--- src/rtl/vga_fifo_pkg.sv ---
// Shared constants for the VGA scan-line FIFOs: depth derivation and default thresholds.
package vga_fifo_pkg;

   localparam int AE_LVL_DEF = 4;
   localparam int AF_MARGIN  = 4;

   function automatic int fifo_depth(input int awidth);
      return 1 << awidth;
   endfunction

endpackage

--- src/rtl/generic_dpram.sv ---
// Simple dual-port RAM: synchronous write port, registered read port, no reset on contents.
module generic_dpram #(
   parameter int AW = 7,
   parameter int DW = 16
) (
   input  logic          rclk,
   input  logic          rce,
   input  logic [AW-1:0] raddr,
   output logic [DW-1:0] q,
   input  logic          wclk,
   input  logic          we,
   input  logic [AW-1:0] waddr,
   input  logic [DW-1:0] d
);

   logic [DW-1:0] mem [2**AW];

   always_ff @(posedge wclk) begin
      if (we) mem[waddr] <= d;
   end

   always_ff @(posedge rclk) begin
      if (rce) q <= mem[raddr];
   end

endmodule

--- src/rtl/vga_fifo_sc.sv ---
// Single-clock FIFO with fill count and registered status flags.
// Optional sticky overflow/underflow outputs are enabled by defining VGA_FIFO_ERR_EN.
module vga_fifo_sc
   import vga_fifo_pkg::*;
#(
   parameter int AWIDTH = 7,
   parameter int DWIDTH = 16,
   parameter int AE_LVL = AE_LVL_DEF,
   parameter int AF_LVL = fifo_depth(AWIDTH) - AF_MARGIN
) (
   input  logic              clk,
   input  logic              arst,
   input  logic              sclr,
   input  logic              wreq,
   input  logic [DWIDTH-1:0] d,
   input  logic              rreq,
   output logic [DWIDTH-1:0] q,
   output logic [AWIDTH:0]   nword,
   output logic              empty,
   output logic              full,
   output logic              aempty,
   output logic              afull
`ifdef VGA_FIFO_ERR_EN
   ,
   output logic              ovf,
   output logic              udf
`endif
);

   localparam int DEPTH = fifo_depth(AWIDTH);

   typedef logic [AWIDTH:0] ptr_t;

   localparam ptr_t DEPTH_C = ptr_t'(DEPTH);
   localparam ptr_t ONE     = ptr_t'(1);

   ptr_t              wptr, rptr, nword_nxt;
   logic              wr_acc, rd_acc;
   logic              rd_vld_p1;
   logic [DWIDTH-1:0] ram_q, q_hold;

   assign wr_acc = wreq & ~full  & ~sclr;
   assign rd_acc = rreq & ~empty & ~sclr;

   always_comb begin
      nword_nxt = nword;
      if (sclr)                 nword_nxt = '0;
      else if (wr_acc & ~rd_acc) nword_nxt = nword + ONE;
      else if (rd_acc & ~wr_acc) nword_nxt = nword - ONE;
   end

   // Stage p0: pointers, count and flags all derive from nword_nxt, so they move together
   always_ff @(posedge clk or posedge arst) begin
      if (arst) begin
         wptr   <= '0;
         rptr   <= '0;
         nword  <= '0;
         empty  <= 1'b1;
         aempty <= 1'b1;
         full   <= 1'b0;
         afull  <= 1'b0;
      end else begin
         if (sclr) begin
            wptr <= '0;
            rptr <= '0;
         end else begin
            if (wr_acc) wptr <= wptr + ONE;
            if (rd_acc) rptr <= rptr + ONE;
         end
         nword  <= nword_nxt;
         empty  <= (nword_nxt == '0);
         full   <= (nword_nxt == DEPTH_C);
         aempty <= (int'(nword_nxt) <= AE_LVL);
         afull  <= (int'(nword_nxt) >= AF_LVL);
      end
   end

   // Stage p1: RAM output is valid only the cycle after an accepted read; otherwise q holds
   always_ff @(posedge clk or posedge arst) begin
      if (arst) rd_vld_p1 <= 1'b0;
      else      rd_vld_p1 <= rd_acc;
   end

   always_ff @(posedge clk) begin
      if (rd_vld_p1) q_hold <= ram_q;
   end

   assign q = rd_vld_p1 ? ram_q : q_hold;

`ifdef VGA_FIFO_ERR_EN
   always_ff @(posedge clk or posedge arst) begin
      if (arst) begin
         ovf <= 1'b0;
         udf <= 1'b0;
      end else if (sclr) begin
         ovf <= 1'b0;
         udf <= 1'b0;
      end else begin
         if (wreq & full)  ovf <= 1'b1;
         if (rreq & empty) udf <= 1'b1;
      end
   end
`endif

   generic_dpram #(
      .AW(AWIDTH),
      .DW(DWIDTH)
   ) u_ram (
      .rclk  (clk),
      .rce   (1'b1),
      .raddr (rptr[AWIDTH-1:0]),
      .q     (ram_q),
      .wclk  (clk),
      .we    (wr_acc),
      .waddr (wptr[AWIDTH-1:0]),
      .d     (d)
   );

endmodule

--- config.mk ---
export PLATFORM = sky130hd
export DESIGN_NAME = vga_fifo_sc
export DESIGN_NICKNAME = d
export VERILOG_FILES = /design/src/rtl/vga_fifo_pkg.sv /design/src/rtl/generic_dpram.sv /design/src/rtl/vga_fifo_sc.sv
export SDC_FILE = /design/constraint.sdc
export NUM_CORES = 2
export LEC_CHECK = 0
export CORE_MARGIN = 2
export CORE_UTILIZATION = 59
export CTS_BUF_LIST = sky130_fd_sc_hd__clkbuf_4 sky130_fd_sc_hd__clkbuf_8
export DETAILED_ROUTE_END_ITERATION = 8
export HOLD_SLACK_MARGIN = 0.1
export PLACE_DENSITY_LB_ADDON = 0.25
export SLEW_MARGIN = 20
export SYNTH_ARGS = -nofsm -noshare
export SYNTH_HDL_FRONTEND = slang
export SYNTH_HIERARCHICAL = 1
export SYNTH_SLANG_ARGS = --single-unit
--- constraint.sdc ---
create_clock -name clk -period 2.7 [get_ports clk]
set_input_delay 0.675 -clock clk [delete_from_list [all_inputs] [get_ports clk]]
set_output_delay 0.675 -clock clk [all_outputs]
set_load 0.05 [all_outputs]
# Word level (Yosys, flattened, before mapping)
# Memory sizes are Yosys's and may differ from the RTL's. A register that Yosys moved wholly into a read port is not among the register bits.
# Cells that the tools add are included.
# W data, S select, Z words.
[classes]
muxes = 10
n_eq_ne = 1
n_bitwise = 11
reduce_logical = 3
magnitude_cmp = 2
n_addsub = 4
[op_table]
columns = ["cell", "count"]
rows = [
  ["$mux W8", 7],
  ["$add A8 B1 Y8 const B", 3],
  ["$mux W16", 1],
  ["$eq A8 B8 Y1 const B", 1],
  ["$ge A8 B7 Y1 const B", 1],
  ["$le A8 B3 Y1 const B", 1],
  ["$logic_not A8 Y1", 1],
  ["$sub A8 B1 Y8 const B", 1],
  ["$and A1 B1 Y1", 6],
  ["$not A1 Y1", 5],
  ["$reduce_bool A2 Y1", 2],
  ["$mux W1", 2],
]
[totals]
reg_bits = 45
input_bits = 21
mem_count = 1
output_inout_bits = 28
ram_bits = 2048
[memory_table]
columns = ["memory", "words", "word_bits", "read_ports", "rd_clocked_by_memory_dff", "wr", "line", "rtl"]
rows = [
  ["u_ram.mem", 128, 16, 1, 1, 1, "generic_dpram.sv:16", "logic [DW-1:0] mem [2**AW];"],
]

# Depth between registers and ports, before layout
[depth]
depth_word = 9
depth_mapped = 7
depth_no_buf = 7

# By module
# The synthesis kept the hierarchy.
[modules_own_cells]
columns = ["module", "cells_per_inst", "instances", "area_each_um2"]
rows = [
  ["generic_dpram", 3086, 1, 78683.0],
  ["vga_fifo_sc", 177, 1, 1894.3],
]

# Worst setup path before layout
# OpenSTA, ideal clock, no wires.
[synth_timing]
path_type = "in2reg"
start = "input port sclr"
end = "memory u_ram.mem[98][0] (enable)"
path_slack_ns = -0.453
setup_ns = 0.409
path_stages = 4
arrival_ns = 2.743
cell_sequence = "nor3b_1 clkbuf_1 nand4_1 nor3_1"
[synth_between]
elab_chain_cells = 4
[synth_rtl]
columns = ["element", "line", "rtl"]
rows = [
  ["start, declared", "vga_fifo_sc.sv:13", "input logic sclr,"],
  ["$not A1 Y1", "vga_fifo_sc.sv:42", "assign wr_acc = wreq & ~full & ~sclr;"],
  ["$and A1 B1 Y1", "vga_fifo_sc.sv:42", ""],
  ["$mux W1", "generic_dpram.sv:19", "if (we) mem[waddr] <= d;"],
  ["$mux W1 (not written as such)", "generic_dpram.sv:19", ""],
  ["end, declared", "generic_dpram.sv:16", ""],
]
# No other way between the ends.

==> results.ini <==
[sta]
period_share_pct=125
drv_slew=0
max_freq_ghz=0.296
setup_viol=32
worst_slew_pin_slew_ps=862
setup_slack_ps=-682
rsz0062_at_grt=yes
min_period_ps=3380
slew_headroom_pct=42.5
hold_slack_ps=195
finalHoldViolCount=0
fin_skew_ps=64.7

[cells_and_area]
fin_nets=3926
post_route_cells_drive_above_1_share_pct=42.3
final_core_util_pct=70.7
final_cell_area_mm2=0.0957
area_growth_pct=18.8

[min_path]
holdCritPathClass=input pin to flop

[die]
die_h_um=374
fp-row-count=135
die_x_um=374
ios=49
design.core.area_mm2=0.135
die_area_mm2=0.140
floorplan.initialDensity_pct=59.5

[cts]
clk_path_buf_depth=4
clkTransAtPathRegs_ps=60
clockRootBuffer=clkbuf_8
h-tree-depth=5
clk_latency_ps=1030
cts_tree=built
clkSinkCount=2107
cts_made_buffers=339

[synthesis]
synth_edf_count=2064
synth_ff_type=edfxtp_1
yosysWarnings=6
synth_cell_type_count=42
syn_area_mm2=0.0806
ys_seq_area_share_pct=78.2
synth.avg_cell_area_um2=24.7
ys_seq_elements=2107
syn_inst=3263
async_reset_ff_share_pct=1.28

[flow_run]
max_cap_viol_count=0

[worst_setup_path]
critical_path_peak_fanout=7
cp.required_ps=3460
arrival_ps=4140
crit_type=flop to flop
cp-start-kind=flop
end_kind=flop

[power]
p_per_area_mw_per_mm2=761
total_power_mw=72.9
power.leakage_nw=29.6
ir_drop_mv=0.570

[route]
routed_wl_um=206000
viasPerCell=6.67
vias=39500
detail_route.first_pass.iterations=5
drc=0
antenna_left=0
drt_iter0_markers=5804
wl_per_cell_um=34.8

[run_status]
outcome=finished, violations left
violations=setup timing

[placement]
gp_congestion=0.867
pre_cts_ws_ps=-763
place_area_mm2=0.0880
hpwlAfterDp_um=121000
io_buffers=48

[global_route]
antenna_found_initial=24
grt_pass1_vias=40100
grt.total_usage_pct=29.7
grt_pass1_wl_um=289000
grt_max_degree=129
gr-total-overflow=0

==> worst max-delay path: stages, from the launching register on <==
cell and delay, ps:
dfrtp_4 450, buf_12 190, buf_16 200, buf_16 160, mux4_2 520, mux4_2 590
mux4_2 650, mux2_2 320
==> Yosys cell counts (all sizes together) (5+ instances only) <==
master | number | share of area (%)
edfxtp | 2064 | 77
mux4 | 672 | 19
nor2 | 147 | 0.69
buf | 86 | 0.50
clkbuf | 86 | 0.40
mux2 | 33 | 0.46
nand2 | 26 | 0.12
dfrtp | 25 | 0.78
dfxtp | 16 | 0.40
nand3 | 16 | 0.099
nor3 | 11 | 0.068
xnor2 | 10 | 0.11
nor2b | 9 | 0.070
nand4 | 8 | 0.062
xor2 | 6 | 0.065
a21oi | 5 | 0.031
inv | 5 | 0.023
o21ai | 5 | 0.031
==> registers in the layout (all words and copies together) (netlist names) <==
register	flops
nword	8
empty	1
u_ram/mem	2048
aempty	1
q_hold	16
rptr	7
rd_vld_p1	1
wptr	7
u_ram/q	16
afull	1
full	1
==> metal layers <==
layer | part of all wire (%) | track usage (%) | wire length, um
met2 | 48 | 45.4 | 98600
met1 | 36 | 41.6 | 73800
met5 | 0.050 | 0 | 104
met4 | 3.1 | 9.67 | 6400
met3 | 13 | 9.50 | 27300
==> cell usage in the layout, fill, tap and decap left out, drive strengths merged, types with 6 or more instances in the layout <==
master,instances
nor2,147
dfrtp,25
conb,16
nand3,16
clkinvlp,8
nor2b,9
nand2,26
clkbuf,444
bufinv,6
xnor2,10
clkinv,131
buf,420
nor3,11
clkdlybuf4s15,8
nand4,8
inv,6
dfxtp,16
xor2,6
mux2,33
edfxtp,2064
dlygate4sd3,6
mux4,672
==> stage by stage <==
stage	instances	setup TNS [ps]
global placement	5268	-111690
floorplan	3278	-42800
finish	5926	-11580
global route	5923	-13140
detailed placement	5268	-132290
CTS	5888	-13730
==> cells by family after synthesis <==
logic type	Yosys count	share of synthesized area (%)
AOI/OAI and AO/OA	19	0.169
xor gates and xnor gates	16	0.174
adders and majority gates	4	0.0621
buffers and inverters	177	0.921
DFF	2107	78.2
muxes	705	19.2
other	1	0.00465
and+or+nand+nor	234	1.27
==> final cells by class <==
type                    instances  area (um2)
clock inverters               146         787
inverters                       5        18.8
clock buffers                 434        5410
flip-flops and latches       2107       63000
diodes                          5        12.5
fillers                      7478       39700
multi-input cells             994       17400
repair buffers                454        6830
well taps                    1781        2230
==> what timing repair did <==
action                                  4_1_cts  5_1_grt
resized for setup                           114       26
endpoints found under the hold margin       125        0
setup buffers                                23       29
endpoints found under the setup margin       44       32
hold buffers                                  6        0
cloned                                       11       10
==> final timing paths <==
path	from	end	slack, ps	cells after the start
setup / recovery	rptr[0]$_DFFE_PP0P_	u_ram/q[7]$_DFFE_PP_	-680	7
hold / removal	d[12]	u_ram/mem[67][12]$_DFFE_PP_	200	1
setup reg to reg	rptr[0]$_DFFE_PP0P_	u_ram/q[7]$_DFFE_PP_	-680	7
hold reg to reg	q_hold[4]$_DFF_P_	q_hold[4]$_DFF_P_	490	1
max in group asynchronous	arst	rptr[5]$_DFFE_PP0P_	1370	4
min in group asynchronous	arst	rptr[0]$_DFFE_PP0P_	640	3
==> power by group <==
part	switching (mW)	internal [mW]	total (mW)
combinational	5.27	5.70	11.0
sequential	0.211	36.2	36.4
clock	11.9	13.6	25.5
No activity file was read; power rests on OpenSTA's default activity.
